## src/rtl/fp_alu_pkg.sv

```systemverilog
// Shared FP ALU types and constants: scheduler states and IEEE-754 single-precision zero encodings.
package fp_alu_pkg;

    localparam int FP_W = 32;

    localparam logic [FP_W-1:0] FP_POS_ZERO = 32'h0000_0000;
    localparam logic [FP_W-1:0] FP_NEG_ZERO = 32'h8000_0000;

    typedef enum logic [1:0] {
        ST_IDLE,
        ST_ISSUE,
        ST_WAIT,
        ST_RESP
    } state_e;

    function automatic logic fp_is_zero(input logic [FP_W-1:0] v);
        return (v == FP_POS_ZERO) || (v == FP_NEG_ZERO);
    endfunction

endpackage

```

## src/rtl/fdiv_scheduler_rr_arbiter.sv

```systemverilog
// Pointer-based round-robin arbiter: combinational one-hot grant searched from ptr+1,
// pointer reloaded with the served ID on upd_en.
module rr_arbiter #(
    parameter int NUM_REQ = 4,
    parameter int ID_W    = 2
) (
    input  logic               clk,
    input  logic               rst,
    input  logic [NUM_REQ-1:0] req,
    input  logic               upd_en,
    input  logic [ID_W-1:0]    upd_id,
    output logic [NUM_REQ-1:0] grant,
    output logic [ID_W-1:0]    grant_id,
    output logic               grant_vld
);

    logic [ID_W-1:0] ptr_q, ptr_d;
    logic [ID_W:0]   cand;

    always_ff @(posedge clk or posedge rst) begin
        if (rst) begin
            ptr_q <= ID_W'(NUM_REQ - 1);
        end else begin
            ptr_q <= ptr_d;
        end
    end

    assign ptr_d = upd_en ? upd_id : ptr_q;

    // Walk from the lowest priority back to the highest so the last hit wins.
    always_comb begin
        grant     = '0;
        grant_id  = '0;
        grant_vld = 1'b0;
        cand      = '0;
        for (int unsigned k = NUM_REQ; k > 0; k--) begin
            cand = {1'b0, ptr_q} + (ID_W + 1)'(k);
            if (cand >= (ID_W + 1)'(NUM_REQ)) begin
                cand = cand - (ID_W + 1)'(NUM_REQ);
            end
            if (req[cand[ID_W-1:0]]) begin
                grant_vld = 1'b1;
                grant_id  = cand[ID_W-1:0];
            end
        end
        if (grant_vld) begin
            grant[grant_id] = 1'b1;
        end
    end

endmodule

```

## src/rtl/fdiv_scheduler.sv

```systemverilog
// Shares one fixed-latency FP divider among NUM_REQ requesters with round-robin
// arbitration; returns quotient, owner ID and divide-by-zero flag.
module fdiv_scheduler
    import fp_alu_pkg::*;
#(
    parameter int NUM_REQ     = 4,
    parameter int ID_W        = 2,
    parameter int DIV_LATENCY = 2
) (
    input  logic                  clk,
    input  logic                  rst,
    input  logic [NUM_REQ-1:0]    req_valid,
    input  logic [32*NUM_REQ-1:0] req_a,
    input  logic [32*NUM_REQ-1:0] req_b,
    output logic [NUM_REQ-1:0]    req_ready,
    output logic                  div_en,
    output logic [31:0]           div_a,
    output logic [31:0]           div_b,
    input  logic [31:0]           div_result,
    output logic                  rsp_valid,
    input  logic                  rsp_ready,
    output logic [ID_W-1:0]       rsp_id,
    output logic [31:0]           rsp_data,
    output logic                  rsp_dbz,
    output logic                  busy
);

    localparam int CNT_W = (DIV_LATENCY > 1) ? $clog2(DIV_LATENCY) : 1;

    state_e            state_q, state_d;
    logic [FP_W-1:0]   a_q, a_d, b_q, b_d, data_q, data_d;
    logic [ID_W-1:0]   id_q, id_d;
    logic              dbz_q, dbz_d;
    logic [CNT_W-1:0]  cnt_q, cnt_d;

    logic [NUM_REQ-1:0] grant;
    logic [ID_W-1:0]    grant_id;
    logic               grant_vld;
    logic               rsp_hs;

    rr_arbiter #(
        .NUM_REQ (NUM_REQ),
        .ID_W    (ID_W)
    ) u_arb (
        .clk       (clk),
        .rst       (rst),
        .req       (req_valid),
        .upd_en    (rsp_hs),
        .upd_id    (id_q),
        .grant     (grant),
        .grant_id  (grant_id),
        .grant_vld (grant_vld)
    );

    always_ff @(posedge clk or posedge rst) begin
        if (rst) begin
            state_q <= ST_IDLE;
            a_q     <= '0;
            b_q     <= '0;
            data_q  <= '0;
            id_q    <= '0;
            dbz_q   <= 1'b0;
            cnt_q   <= '0;
        end else begin
            state_q <= state_d;
            a_q     <= a_d;
            b_q     <= b_d;
            data_q  <= data_d;
            id_q    <= id_d;
            dbz_q   <= dbz_d;
            cnt_q   <= cnt_d;
        end
    end

    always_comb begin
        state_d   = state_q;
        a_d       = a_q;
        b_d       = b_q;
        data_d    = data_q;
        id_d      = id_q;
        dbz_d     = dbz_q;
        cnt_d     = cnt_q;
        req_ready = '0;
        div_en    = 1'b0;
        rsp_hs    = 1'b0;
        case (state_q)
            ST_IDLE: begin
                req_ready = grant;
                if (grant_vld) begin
                    a_d     = req_a[32*grant_id +: 32];
                    b_d     = req_b[32*grant_id +: 32];
                    id_d    = grant_id;
                    dbz_d   = fp_is_zero(req_b[32*grant_id +: 32]);
                    state_d = ST_ISSUE;
                end
            end
            ST_ISSUE: begin
                div_en  = 1'b1;
                cnt_d   = CNT_W'(DIV_LATENCY - 1);
                state_d = ST_WAIT;
            end
            ST_WAIT: begin
                div_en = 1'b1;
                if (cnt_q == '0) begin
                    data_d  = div_result;
                    state_d = ST_RESP;
                end else begin
                    cnt_d = cnt_q - 1'b1;
                end
            end
            ST_RESP: begin
                if (rsp_ready) begin
                    rsp_hs  = 1'b1;
                    state_d = ST_IDLE;
                end
            end
            default: state_d = ST_IDLE;
        endcase
    end

    assign div_a     = a_q;
    assign div_b     = b_q;
    assign rsp_valid = (state_q == ST_RESP);
    assign rsp_id    = id_q;
    assign rsp_data  = data_q;
    assign rsp_dbz   = dbz_q;
    assign busy      = (state_q != ST_IDLE);

endmodule

```

## config.mk

```make
export PLATFORM = sky130hd
export DESIGN_NAME = fdiv_scheduler
export DESIGN_NICKNAME = d
export VERILOG_FILES = /design/src/rtl/fp_alu_pkg.sv /design/src/rtl/fdiv_scheduler_rr_arbiter.sv /design/src/rtl/fdiv_scheduler.sv
export SDC_FILE = /design/constraint.sdc
export NUM_CORES = 1
export LEC_CHECK = 0
export ABC_AREA = 1
export CORE_AREA = 2 2 156 158
export DETAILED_ROUTE_END_ITERATION = 8
export DIE_AREA = 0 0 158 160
export PLACE_DENSITY = 0.66
export SLEW_MARGIN = 15
export SYNTH_ARGS = -nofsm -noshare
export SYNTH_HDL_FRONTEND = slang
export SYNTH_SLANG_ARGS = --single-unit
```

## constraint.sdc

```tcl
create_clock -name clk -period 4.1 [get_ports clk]
set_clock_uncertainty 0.15 [all_clocks]
set_input_delay 0.82 -clock clk [delete_from_list [all_inputs] [get_ports clk]]
set_output_delay 0.82 -clock clk [all_outputs]
set_load 0.01 [all_outputs]
```

==> out/results.ini, run 1 <==
[run_status]
outcome = finished, final reports clean

[floorplan]
die_y_um = 160
ios = 401
die_x_um = 158
std_cell_rows = 57
start_util = 0.2541
core_area_um2 = 23820
dieArea_um2 = 25280

[worst_setup_path]
path_max_fanout = 10
crit_required_ps = 3130
crit_chain = clkdlybuf4s50_1 -> inv_1 -> nand2_1 -> nand2_1 -> nand2_1 -> nor3_1 -> nor2_4 -> nand2_1 -> nor2_1 -> clkdlybuf4s50_1
cp.arrival_ps = 2840
crit_slowest_cell = clkdlybuf4s50_1
critPathBufInv = 3
cp_common_cell = nand2_1
cp_top_family = buffers and inverters
cp-end-kind = output port
cpPeakStageDelay_ps = 630
start_kind = primary input
path_class = primary input to output port

[global_routing]
grt_pass1_wl_mm = 37.78
antenna_found_initial = 0
grt_max_degree = 80
first_global_vias = 6819
grtUsageTotal = 0.1932
grt.overflow.total = 0

[sta]
tns_ps = 0
worstMarginPinSlew_ps = 763.0
timing.final.crit_share = 0.9296
rsz0062_at_grt = false
finalSetupViolations = 0
fmax_mhz = 262.4
report.final.slew_viol_count = 0
period_minus_slack_ps = 3811
final_hold_viol_count = 0
whs_ps = 331.1
maxSlewHeadroom = 0.4914
layout_setup_ws_ps = 288.6

[synthesis]
yosys.cell_types.count = 27
synth-edff-count = 0
synth_top_cell_by_area = dfrtp_1
synth_area_um2 = 6053
ys_seq_area_frac = 0.4303
ys_ff_latch = 104
yosysWarnings = 0
synthArstFlopShare = 1.000
ys.flop_type = dfrtp_1
avgSynthCellArea_um2 = 7.548
syn_inst = 802
synth_top_area_frac = 0.4217
netlist_top_cells_area = dfrtp_1, nand2_1, mux2_2
syn_nets = 1100

[finish]
layout-drive-gt1-share = 0.06985
layout.nets = 1467
final_cell_mix = clkdlybuf4s50_1, nand2_1, dfrtp_1, nand3_1, nor2_1
areaGrowthSynthToFinish_pct = 75.90
final_common_cell = clkdlybuf4s50_1
instances_no_fill = 1498
fillCellCount = 2403
final_util = 0.4470
design_area_um2 = 10650
num_antenna_cells = 0

[pwr]
pwr-share-comb = 0.709
clkPwrFrac = 0.096
ir_worst_vdd_mv = 1.268
switching_share = 0.5106
seqPwrFrac = 0.195
leakage_nw = 4.596
switching_power_mw = 4.875
internal-power_mw = 4.673
powerDensity_nw_per_um2 = 896.7
power_mw = 9.548

[place]
portBuffers = 400
dp.cells = 1482
dp_hpwl_mm = 19.10
dpl_worst_slack_ps = 245.9
place_area_um2 = 10330
globalplace.congestion = 0.8621

[cts]
cts_resized = 0
clkLatencyLatePin_ps = 350
clkSlewWorstSetupHoldPaths_ps = 80
hold_buffers = 0
tritoncts = yes
post-cts-setup-buffer-count = 0
cts_buffers = 9
root_buffer = clkbuf_16
htreeDepth = 3
cts_sinks = 104
clockBufferDepth = 2

[worst_hold_path]
hold_class = flop to flop

[drt]
routedWlPerCell_um = 16.72
drt_iter0_drc = 469
via_per_inst = 4.685
drc = 0
ant_nets = 0
dr.pass1.iters = 5
vias = 7018
routed_wl_mm = 25.04

[flow_run]
drv_cap = 0

-- kinds of logic after synthesis --
kind of cell | share of synthesized area
simple gates | 0.3553
flops | 0.4303
compound gates | 0.08785
buf+inv | 0.06077
mux | 0.05953
fa+ha+maj | 0.006202
-- worst paths after layout --
kind / cells past startpoint / slack, ps / startpoint / to
max: 10 / 290 / req_valid[2] / req_ready[2]
min: 2 / 330 / div_a[8] / div_a[8]
max reg2reg: 19 / 980 / u_arb.ptr_q[0] / rsp_dbz
min reg2reg: 2 / 330 / div_a[8] / div_a[8]
max in group asynchronous: 3 / 2330 / rst / div_b[7]
min in group asynchronous: 2 / 710 / rst / rsp_data[8]
-- state kept, by name, indices dropped and copies added, names as in the netlist --
signal	flops
state_q	2
rsp_id	2
rsp_dbz	1
u_arb.ptr_q	2
cnt_q	1
rsp_data	32
div_a	32
div_b	32
-- final cells by class --
class | instances | area [um2] | share of cell area
Timing Repair Buffer | 413 | 4126 | 0.3875
Sequential cell | 104 | 2605 | 0.2447
Multi-Input combinational cell | 618 | 3100 | 0.2912
Clock inverter | 7 | 93.84 | 0.008813
Clock buffer | 9 | 225.2 | 0.02115
Inverter | 23 | 91.34 | 0.008578
Tap cell | 324 | 405.4 | 0.03807
-- power groups by stage --
stage	sequential [mW]	combinational [mW]	clock, mW
final	1.86	6.77	0.916
after global routing	1.93	7.50	0.990
after CTS	1.86	6.84	0.956
after detailed placement	1.88	6.82	0
after global placement	1.86	6.76	0
after floorplan	2.05	4.04	0
-- worst reg2reg max path, delay by kind of cell (launching register included) --
kind | cells | cell delay, ps
DFF | 1 | 660
buffers and inverters | 3 | 650
and+or+nand+nor | 16 | 1620
-- synthesized netlist by cell type (4+ instances only) --
| library cell | n |
|---|---|
| nand4_1 | 57 |
| buf_2 | 16 |
| clkbuf_1 | 30 |
| nand2_2 | 4 |
| o21ai_0 | 35 |
| a41oi_1 | 6 |
| nor2_1 | 63 |
| nand2_1 | 301 |
| a31oi_1 | 11 |
| inv_1 | 16 |
| dfrtp_1 | 102 |
| a22oi_1 | 29 |
| nand3_1 | 64 |
| buf_1 | 5 |
| inv_2 | 6 |
| mux2_2 | 32 |
| buf_6 | 6 |
-- metal layers --
| layer | global-route usage | routed length (um) | share of wire |
|---|---|---|---|
| met1 | 0.2437 | 10390 | 0.42 |
| met2 | 0.3261 | 12220 | 0.49 |
| met3 | 0.03881 | 1694 | 0.068 |
| met4 | 0.06921 | 731 | 0.029 |
| met5 | 0 | 0 | 0 |
Note: power is estimated with default switching activity, not from simulation.
==> run 2, diff against run 1 <==
--- a/config.mk
+++ b/config.mk
@@ -6,11 +6,10 @@
 export NUM_CORES = 1
 export LEC_CHECK = 0
 export ABC_AREA = 1
-export CORE_AREA = 2 2 156 158
+export CORE_AREA = 3 3 153 155
 export DETAILED_ROUTE_END_ITERATION = 8
-export DIE_AREA = 0 0 158 160
-export PLACE_DENSITY = 0.66
-export SLEW_MARGIN = 15
+export DIE_AREA = 0 0 156 158
+export PLACE_DENSITY = 0.69
 export SYNTH_ARGS = -nofsm -noshare
 export SYNTH_HDL_FRONTEND = slang
 export SYNTH_SLANG_ARGS = --single-unit
==> run 2 against run 1 <==
Routed wire length grew 4.6%. Register-to-register slack lost 40 ps. Critical endpoint is now req_ready[0]. Clock-buffer cell count is the same. Largest cell class unchanged. Hold slack gained 4.3 ps. Total power grew 0.51%.
==> out/results.ini, run 2 (same netlist as run 1, synthesis figures left out) <==
[finish]
layout.nets = 1469
final_cell_mix = clkdlybuf4s50_1, nand2_1, dfrtp_1, nand3_1, nor2_1
regArea_um2 = 2605
areaGrowthSynthToFinish_pct = 75.16
fillCellCount = 2177
layout-drive-gt1-share = 0.07143
final_common_cell = clkdlybuf4s50_1
multi_input_area_um2 = 3100
num_antenna_cells = 0
design_area_um2 = 10600

[cts]
cts_buffers = 9
root_buffer = clkbuf_16
tritoncts = yes
clockBufferDepth = 2
clkLatencyLatePin_ps = 350
clkSlewWorstSetupHoldPaths_ps = 80
post-cts-setup-buffer-count = 0
hold_buffers = 0
cts_resized = 0
cts_sinks = 104
htreeDepth = 3

[sta]
period_minus_slack_ps = 3831
finalSetupViolations = 0
fmax_mhz = 261.0
final_hold_viol_count = 0
maxSlewHeadroom = 0.5295
rsz0062_at_grt = false
layout_setup_ws_ps = 269.2
tns_ps = 0
report.final.slew_viol_count = 0
worstMarginPinSlew_ps = 705.7
timing.final.crit_share = 0.9343

[pwr]
powerDensity_nw_per_um2 = 905.1
ir_worst_vdd_mv = 0.6211
leakage_nw = 4.605

[run_status]
outcome = finished, final reports clean

[place]
portBuffers = 400
dp_hpwl_mm = 20.12
dpl_worst_slack_ps = 281.6
globalplace.congestion = 0.8565
place_area_um2 = 10290

[global_routing]
grt_max_degree = 105
met3_usage = 0.04757
grt.overflow.total = 0
grt_pass1_wl_mm = 38.61
top_usage_layer = met2
antenna_found_initial = 1
grt_util_met1 = 0.2636
grtUsageTotal = 0.2016
first_global_vias = 6738
grt_util_met2 = 0.3324

[drt]
routedWlPerCell_um = 17.99
vias = 7087
drt_iter0_drc = 515
ant_nets = 0
drc = 0
routed_wl_mm = 26.19
dr.pass1.iters = 5
via_per_inst = 4.867

[worst_setup_path]
path_max_fanout = 13
path_class = primary input to output port
cp.arrival_ps = 2860
cp-end-kind = output port
start_kind = primary input
crit_required_ps = 3130

[flow_run]
drv_cap = 0

[worst_hold_path]
hold_class = flop to flop

[floorplan]
std_cell_rows = 54
die_x_um = 156
dieArea_um2 = 24650
core_area_um2 = 21960
start_util = 0.2757
ios = 401
die_y_um = 158

run 2: cell count changes in the layout (fill, tap and decap cells not counted), sizes merged:
cell / previous run / this run
buf: 13 / 15
clkinv: 3 / 2
inv: 27 / 28
run 2: power by group:
group          internal [mW]  switching (mW)  leakage [nW]
Combinational           2.70            4.14          3.21
Sequential              1.56           0.294          1.25
Clock                  0.445           0.460         0.153
run 2: worst max-delay path, stage by stage:
cell,delay (ps)
clkdlybuf4s50_1,480
nand2_1,60
nand2_1,120
nand2_1,80
nand2_1,80
nand2_2,80
nand2_2,80
nand2_4,50
nand2_4,160
nand2_1,110
nor2_1,100
clkdlybuf4s50_1,640
run 2: area by class of cell:
cell class	count	area share
Sequential cell	104	0.2457
Clock buffer	9	0.02124
Clock inverter	7	0.008379
Tap cell	280	0.03304
Multi-Input combinational cell	618	0.2924
Inverter	23	0.008615
Timing Repair Buffer	415	0.3906
run 2: path summary, 6_finish.rpt:
| path | startpoint | to | slack (ps) | cells after the start |
|---|---|---|---|---|
| worst max register to register | u_arb.ptr_q[0] | div_a[21] | 940 | 14 |
| worst min-delay path | div_a[15] | div_a[15] | 340 | 2 |
| max in group asynchronous | rst | div_b[19] | 2570 | 3 |
| min in group asynchronous | rst | div_a[5] | 800 | 3 |
| worst max-delay path | req_valid[2] | req_ready[0] | 270 | 12 |
| worst min register to register | div_a[15] | div_a[15] | 340 | 2 |
run 2: layer usage:
metal | part of all wire | vias up
met1 | 0.41 | 3324
met3 | 0.071 | 39
met2 | 0.50 | 288
li1 | - | 3434
met5 | 0.00050 | -
met4 | 0.021 | 2
run 2: per-stage QoR:
| stage | std cells | total power [mW] | util | hold WS, ps |
|---|---|---|---|---|
| floorplan | 802 | 6.088 | - | 325.2 |
| global placement | 1440 | 8.654 | 0.4685 | 311.4 |
| detailed placement | 1440 | 8.710 | 0.4685 | 314.1 |
| CTS | 1456 | 9.665 | 0.4828 | 333.7 |
| global route | 1456 | 10.48 | 0.4828 | 353.4 |
| finish | 1456 | 9.597 | 0.4828 | 335.4 |
